<file path="src/rtl/riscv_pkg.sv">
// Shared types for the riscv-sv memory stage: decoded-op codes, func3 encodings
// and the memory-stage FSM state.
package riscv_pkg;

   typedef enum logic [4:0] {
      OP_NOP    = 5'd0,
      OP_ADD    = 5'd1,
      OP_SUB    = 5'd2,
      OP_AND    = 5'd3,
      OP_OR     = 5'd4,
      OP_XOR    = 5'd5,
      OP_SLL    = 5'd6,
      OP_SRL    = 5'd7,
      OP_SRA    = 5'd8,
      OP_SLT    = 5'd9,
      OP_SLTU   = 5'd10,
      OP_LUI    = 5'd11,
      OP_AUIPC  = 5'd12,
      OP_JAL    = 5'd13,
      OP_JALR   = 5'd14,
      OP_BRANCH = 5'd15,
      OP_LOAD   = 5'd16,
      OP_STORE  = 5'd17
   } operation_t;

   localparam logic [2:0] F3_LB  = 3'b000;
   localparam logic [2:0] F3_LH  = 3'b001;
   localparam logic [2:0] F3_LW  = 3'b010;
   localparam logic [2:0] F3_LBU = 3'b100;
   localparam logic [2:0] F3_LHU = 3'b101;
   localparam logic [2:0] F3_SB  = 3'b000;
   localparam logic [2:0] F3_SH  = 3'b001;
   localparam logic [2:0] F3_SW  = 3'b010;

   typedef enum logic [1:0] {
      StIdle = 2'd0,
      StReq  = 2'd1,
      StWait = 2'd2
   } mem_state_t;

   // size is func3[1:0]: 00 byte, 01 half, 10 word
   function automatic logic is_misaligned(input logic [1:0] size, input logic [1:0] addr);
      case (size)
         2'b01:   return addr[0];
         2'b10:   return addr != 2'b00;
         default: return 1'b0;
      endcase
   endfunction

endpackage

</file>
<file path="src/rtl/mem_align.sv">
// Combinational load-data extraction/extension and store strobe/lane-replication.
module mem_align
   import riscv_pkg::*;
(
   input  logic [2:0]  ld_func3,
   input  logic [1:0]  ld_addr,
   input  logic [31:0] ld_word,
   output logic [31:0] ld_value,
   input  logic [1:0]  st_size,
   input  logic [1:0]  st_addr,
   input  logic [31:0] st_data,
   output logic [3:0]  st_wstrb,
   output logic [31:0] st_wdata
);

   logic [7:0]  ld_byte;
   logic [15:0] ld_half;

   always_comb begin
      ld_byte  = ld_word[8*ld_addr +: 8];
      ld_half  = ld_addr[1] ? ld_word[31:16] : ld_word[15:0];
      ld_value = ld_word;
      case (ld_func3)
         F3_LB:   ld_value = {{24{ld_byte[7]}}, ld_byte};
         F3_LBU:  ld_value = {24'h000000, ld_byte};
         F3_LH:   ld_value = {{16{ld_half[15]}}, ld_half};
         F3_LHU:  ld_value = {16'h0000, ld_half};
         default: ld_value = ld_word;
      endcase
   end

   always_comb begin
      st_wstrb = 4'b1111;
      st_wdata = st_data;
      case (st_size)
         2'b00: begin
            st_wstrb = 4'b0001 << st_addr;
            st_wdata = {4{st_data[7:0]}};
         end
         2'b01: begin
            st_wstrb = 4'b0011 << {st_addr[1], 1'b0};
            st_wdata = {2{st_data[15:0]}};
         end
         default: begin
            st_wstrb = 4'b1111;
            st_wdata = st_data;
         end
      endcase
   end

endmodule

</file>
<file path="src/rtl/memory_access.sv">
// Memory stage: issues data-memory requests for LOAD/STORE, aligns load data and
// presents a registered writeback stream; other ops pass through in one cycle.
module memory_access
   import riscv_pkg::*;
#(
   parameter int unsigned XLEN = 32,
   parameter int unsigned OP_W = 5
) (
   input  logic            clk,
   input  logic            rstf,
   input  logic [31:0]     t_instr,
   input  logic            t_instr_valid,
   output logic            t_instr_ready,
   input  logic [XLEN-1:0] iPC,
   input  logic [OP_W-1:0] iDecodedOP,
   input  logic [XLEN-1:0] aluValue,
   input  logic [XLEN-1:0] rs2Value,
   output logic [31:0]     i_instr,
   output logic            i_instr_valid,
   input  logic            i_instr_ready,
   output logic [XLEN-1:0] oPC,
   output logic [OP_W-1:0] oDecodedOP,
   output logic [XLEN-1:0] wbValue,
   output logic            misaligned,
   output logic            dmem_req_valid,
   input  logic            dmem_req_ready,
   output logic            dmem_we,
   output logic [XLEN-1:0] dmem_addr,
   output logic [XLEN-1:0] dmem_wdata,
   output logic [3:0]      dmem_wstrb,
   input  logic            dmem_rsp_valid,
   input  logic [XLEN-1:0] dmem_rdata
);

   mem_state_t state_q, state_d;

   logic [31:0]     instr_q;
   logic [XLEN-1:0] pc_q;
   logic [OP_W-1:0] op_q;
   logic [XLEN-1:0] alu_q;

   logic            in_is_load, in_is_store, in_is_mem, in_mis;
   logic            accept, acc_mem, acc_direct;
   logic            req_fire, q_is_store, out_load;
   logic [31:0]     ld_value;
   logic [3:0]      st_wstrb;
   logic [31:0]     st_wdata;

   assign in_is_load  = iDecodedOP == OP_LOAD;
   assign in_is_store = iDecodedOP == OP_STORE;
   assign in_is_mem   = in_is_load || in_is_store;
   assign in_mis      = in_is_mem && is_misaligned(t_instr[13:12], aluValue[1:0]);
   assign accept      = t_instr_valid && t_instr_ready;
   // Misaligned accesses never reach memory and complete like ALU ops.
   assign acc_mem     = accept && in_is_mem && !in_mis;
   assign acc_direct  = accept && !(in_is_mem && !in_mis);
   assign req_fire    = (state_q == StReq) && dmem_req_ready;
   assign q_is_store  = op_q == OP_STORE;

   mem_align u_align (
      .ld_func3 (instr_q[14:12]),
      .ld_addr  (alu_q[1:0]),
      .ld_word  (dmem_rdata),
      .ld_value (ld_value),
      .st_size  (t_instr[13:12]),
      .st_addr  (aluValue[1:0]),
      .st_data  (rs2Value),
      .st_wstrb (st_wstrb),
      .st_wdata (st_wdata)
   );

   always_ff @(posedge clk or posedge rstf) begin
      if (rstf) state_q <= StIdle;
      else      state_q <= state_d;
   end

   always_comb begin
      state_d = state_q;
      unique case (state_q)
         StIdle:  if (acc_mem) state_d = StReq;
         StReq:   if (req_fire) state_d = q_is_store ? StIdle : StWait;
         StWait:  if (dmem_rsp_valid) state_d = StIdle;
         default: state_d = StIdle;
      endcase
   end

   // The output register is always empty in REQ/WAIT: entering REQ requires
   // it to be empty or draining, and upstream is stalled until IDLE.
   always_comb begin
      t_instr_ready  = (state_q == StIdle) && (!i_instr_valid || i_instr_ready);
      dmem_req_valid = state_q == StReq;
      out_load       = acc_direct || (req_fire && q_is_store) ||
                       ((state_q == StWait) && dmem_rsp_valid);
   end

   always_ff @(posedge clk or posedge rstf) begin
      if (rstf) begin
         instr_q    <= '0;
         pc_q       <= '0;
         op_q       <= '0;
         alu_q      <= '0;
         dmem_we    <= 1'b0;
         dmem_addr  <= '0;
         dmem_wdata <= '0;
         dmem_wstrb <= '0;
      end else if (acc_mem) begin
         instr_q    <= t_instr;
         pc_q       <= iPC;
         op_q       <= iDecodedOP;
         alu_q      <= aluValue;
         dmem_we    <= in_is_store;
         dmem_addr  <= {aluValue[XLEN-1:2], 2'b00};
         dmem_wdata <= in_is_store ? st_wdata : '0;
         dmem_wstrb <= in_is_store ? st_wstrb : 4'b0000;
      end
   end

   always_ff @(posedge clk or posedge rstf) begin
      if (rstf) begin
         i_instr       <= '0;
         i_instr_valid <= 1'b0;
         oPC           <= '0;
         oDecodedOP    <= '0;
         wbValue       <= '0;
         misaligned    <= 1'b0;
      end else if (out_load) begin
         i_instr       <= acc_direct ? t_instr : instr_q;
         i_instr_valid <= 1'b1;
         oPC           <= acc_direct ? iPC : pc_q;
         oDecodedOP    <= acc_direct ? iDecodedOP : op_q;
         wbValue       <= acc_direct ? aluValue : (q_is_store ? alu_q : ld_value);
         misaligned    <= acc_direct && in_mis;
      end else if (i_instr_ready) begin
         i_instr_valid <= 1'b0;
      end
   end

endmodule
</file>
<file path="config.mk">
export PLATFORM = sky130hd
export DESIGN_NAME = memory_access
export DESIGN_NICKNAME = d
export VERILOG_FILES = /design/src/rtl/riscv_pkg.sv /design/src/rtl/mem_align.sv /design/src/rtl/memory_access.sv
export SDC_FILE = /design/constraint.sdc
export NUM_CORES = 1
export LEC_CHECK = 0
export BUFFER_PORTS_ARGS = -buffer_cell sky130_fd_sc_hd__buf_2
export CAP_MARGIN = 10
export CORE_MARGIN = 3
export CORE_UTILIZATION = 30
export DETAILED_ROUTE_END_ITERATION = 6
export GPL_ROUTABILITY_DRIVEN = 0
export PLACE_DENSITY = 0.56
export SYNTH_ARGS = -nofsm -noshare
export SYNTH_HDL_FRONTEND = slang
export SYNTH_SLANG_ARGS = --single-unit
</file>
<file path="constraint.sdc">
create_clock -name clk -period 12.4 [get_ports clk]
set_input_delay 3.72 -clock clk [delete_from_list [all_inputs] [get_ports clk]]
set_output_delay 3.72 -clock clk [all_outputs]
set_load 0.03 [all_outputs]
</file>
==> flow_metrics.py <==
metrics = {
    "run_status": {
        "status": "completed",
    },
    "die": {
        "num_rows": 71,
        "start_util_pct": 30.56,
        "coreArea_mm2": 0.03776,
        "die_width_um": 202.1,
        "die_area_mm2": 0.04084,
        "die_h_um": 202.1,
        "ios": 345,
    },
    "sta": {
        "worst_slew_pin_slew_ps": 1240,
        "post-route-period-util_pct": 65.97,
        "hold_viol": 0,
        "rsz0062_at_grt": "false",
        "slew_headroom_pct": 17.15,
        "max_freq_mhz": 122.2,
        "finClkSkew_ps": 6.831,
        "setup_tns_ps": 0,
        "min_period_ps": 8180,
        "final-setup-viol-count": 0,
        "drv_slew": 0,
    },
    "final_layout": {
        "design_area_mm2": 0.01422,
        "register_area_mm2": 0.006081,
        "nFillCells": 3910,
        "nets": 1806,
        "layout-drive-gt1-share_pct": 24.94,
        "syn2layout_area_growth_pct": 23.25,
        "multi_input_area_mm2": 0.004716,
        "final_cell_mix": "538 x nand2_1, 342 x buf_2, 243 x dfrtp_1, 122 x nor2_1, 69 x a31oi_1",
        "final_common_cell": "nand2_1",
    },
    "drt": {
        "wl_per_cell_um": 17.96,
        "drt_iter0_markers": 568,
        "drtPass1Iterations": 5,
        "vias_per_cell": 4.875,
        "drcViolationCount": 0,
        "wl_um": 38900,
        "vias": 10559,
        "antenna_left": 0,
    },
    "global_routing": {
        "grt_remaining_overflow": 0,
        "grt_pass1_wl_um": 60400,
        "grt_usage_pct": 18.30,
        "antenna_found_initial": 3,
        "grt_max_degree": 172,
        "grt_pass1_vias": 10470,
    },
    "critical_path": {
        "crit_chain": "buf_2 > nand2b_1 > and2_1 > buf_2",
        "cp_max_fo": 4,
        "end_kind": "output port",
        "critPathRequiredTime_ps": 8680,
        "cp-start-kind": "input pin",
        "critPathSlowestCell": "nand2b_1",
        "critPathKind": "in2out",
        "cp.arrival_ps": 4460,
        "cpMostUsedCell": "buf_2",
        "rrSetupSlack_ps": 9060,
        "critPathMaxStageDelay_ps": 240,
    },
    "synthesis": {
        "ys_types": 58,
        "postSynthCellCount": 1373,
        "async_flop_share_pct": 100.0,
        "syn_area_per_cell_um2": 8.402,
        "synthesis.area_mm2": 0.01154,
        "ys_seq_elements": 243,
        "yosysSeqAreaShare_pct": 52.71,
        "synth_edf_count": 0,
        "yosysWarningCount": 0,
        "synth_flop_cell": "dfrtp_1",
    },
    "power_and_ir_drop": {
        "power_density_mw_per_mm2": 191.1,
        "leakage_nw": 7.225,
        "peakVddDrop_mv": 0.1031,
        "power.total_w": 0.002718,
    },
    "clocking": {
        "cts.sinks": 243,
        "cts_hold_buf": 0,
        "clk_pin_slew_ps": 50,
        "post_cts_buffers": 0,
        "clockRootBuffer": "clkbuf_16",
        "htreeDepth": 1,
        "clockBufferDepth": 3,
        "insertion_delay_ps": 550,
        "cts_buffers": 29,
        "cts_tree": "yes",
        "post_cts_resize_count": 0,
    },
    "place": {
        "dpl-instance-area_mm2": 0.01331,
        "dp_hpwl_um": 25960,
        "port_buffers": 342,
    },
    "run": {
        "drv_cap": 0,
    },
    "min_path": {
        "hold_class": "reg2reg",
    },
}
## path summary, 6_finish.rpt
kind,startpoint,end,cells past startpoint
min in group asynchronous,rstf,oPC[28],2
worst max register to register,op_q[1],wbValue[14],6
worst min register to register,dmem_wdata[5],dmem_wdata[5],2
worst min-delay path,dmem_wdata[5],dmem_wdata[5],2
worst max-delay path,i_instr_ready,t_instr_ready,4
max in group asynchronous,rstf,instr_q[13],3
## critical path, delay by kind of cell
kind | cells | cell delay [ps]
and+or+nand+nor | 2 | 460
buffers and inverters | 2 | 270
## report_power, final
part	internal (W)	total [W]	leakage [nW]	switching (W)
combinational	0.000244	0.000816	3.80	0.000571
sequential	0.000969	0.00108	2.98	0.000110
clock	0.000489	0.000824	0.445	0.000335
## metal layers
| metal | vias to the layer above | track usage [%] | part of all wire (%) |
|---|---|---|---|
| li1 | 5041 | - | - |
| met1 | 5144 | 24.41 | 44 |
| met2 | 318 | 30.58 | 48 |
| met3 | 56 | 3.302 | 5.4 |
| met4 | 0 | 5.395 | 2.9 |
| met5 | - | 0 | 0 |
## state kept, by name (all words and copies together), names as in the netlist
signal         cells
wbValue           32
oPC               32
alu_q             32
dmem_wstrb         4
oDecodedOP         5
i_instr           32
state_q            2
op_q               5
pc_q              32
i_instr_valid      1
dmem_wdata        32
dmem_we            1
instr_q           32
misaligned         1
## synth_stat cells, types with 3 or more instances
library cell / n / area share [%]
buf_6: 8 / 0.78
nand3_1: 31 / 1.3
nand2b_1: 6 / 0.33
o2bb2ai_1: 15 / 1.1
buf_2: 37 / 1.6
o31ai_1: 17 / 1.1
buf_1: 4 / 0.13
buf_4: 36 / 2.3
a22o_1: 8 / 0.61
dfrtp_1: 243 / 53
o32ai_1: 3 / 0.23
nor3_1: 22 / 0.95
o211ai_1: 6 / 0.39
inv_1: 11 / 0.36
and2_1: 6 / 0.33
nor4_1: 5 / 0.27
ha_1: 3 / 0.33
a221oi_1: 7 / 0.53
a21o_1: 3 / 0.20
a2111oi_0: 3 / 0.23
a211oi_1: 22 / 1.4
a31oi_1: 69 / 3.7
nand2_1: 538 / 18
clkbuf_1: 43 / 1.4
o21ai_0: 50 / 2.2
nor2_1: 122 / 4.0
a21oi_1: 6 / 0.26
nor2b_1: 7 / 0.38
mux2i_1: 5 / 0.43
## layout make-up
class / instances / area share (%)
diodes: 3 / 0.05280
clock buffers: 43 / 5.685
clock inverters: 8 / 0.6864
inverters: 12 / 0.3696
multi-input cells: 990 / 33.17
flip-flops and latches: 243 / 42.77
well taps: 511 / 4.497
repair buffers: 356 / 12.78
## cells by family (layout without fill, tap and decap cells)
logic type      count (synthesis)  after routing  synth area share [%]
mux                             7              7                0.6291
simple gates                  752            752                 26.25
compound gates                226            226                 13.36
buf+inv                       141            419                 6.692
fa+ha+maj                       3              3                0.3254
flops                         243            243                 52.71
other cells                     1              5               0.03251
## per-stage QoR
stage,hold WS [ps],worst slack (ps),cells,utilization [%]
after detailed placement,456.4,4229,2112,35.24
after global placement,449.5,4213,2112,35.24
after floorplan,445.5,2007,1374,-
final,464.4,4220,2166,37.66
after CTS,469.6,4228,2163,37.64
after global routing,480.3,4203,2166,37.66
(Power assumes the default switching activity.)
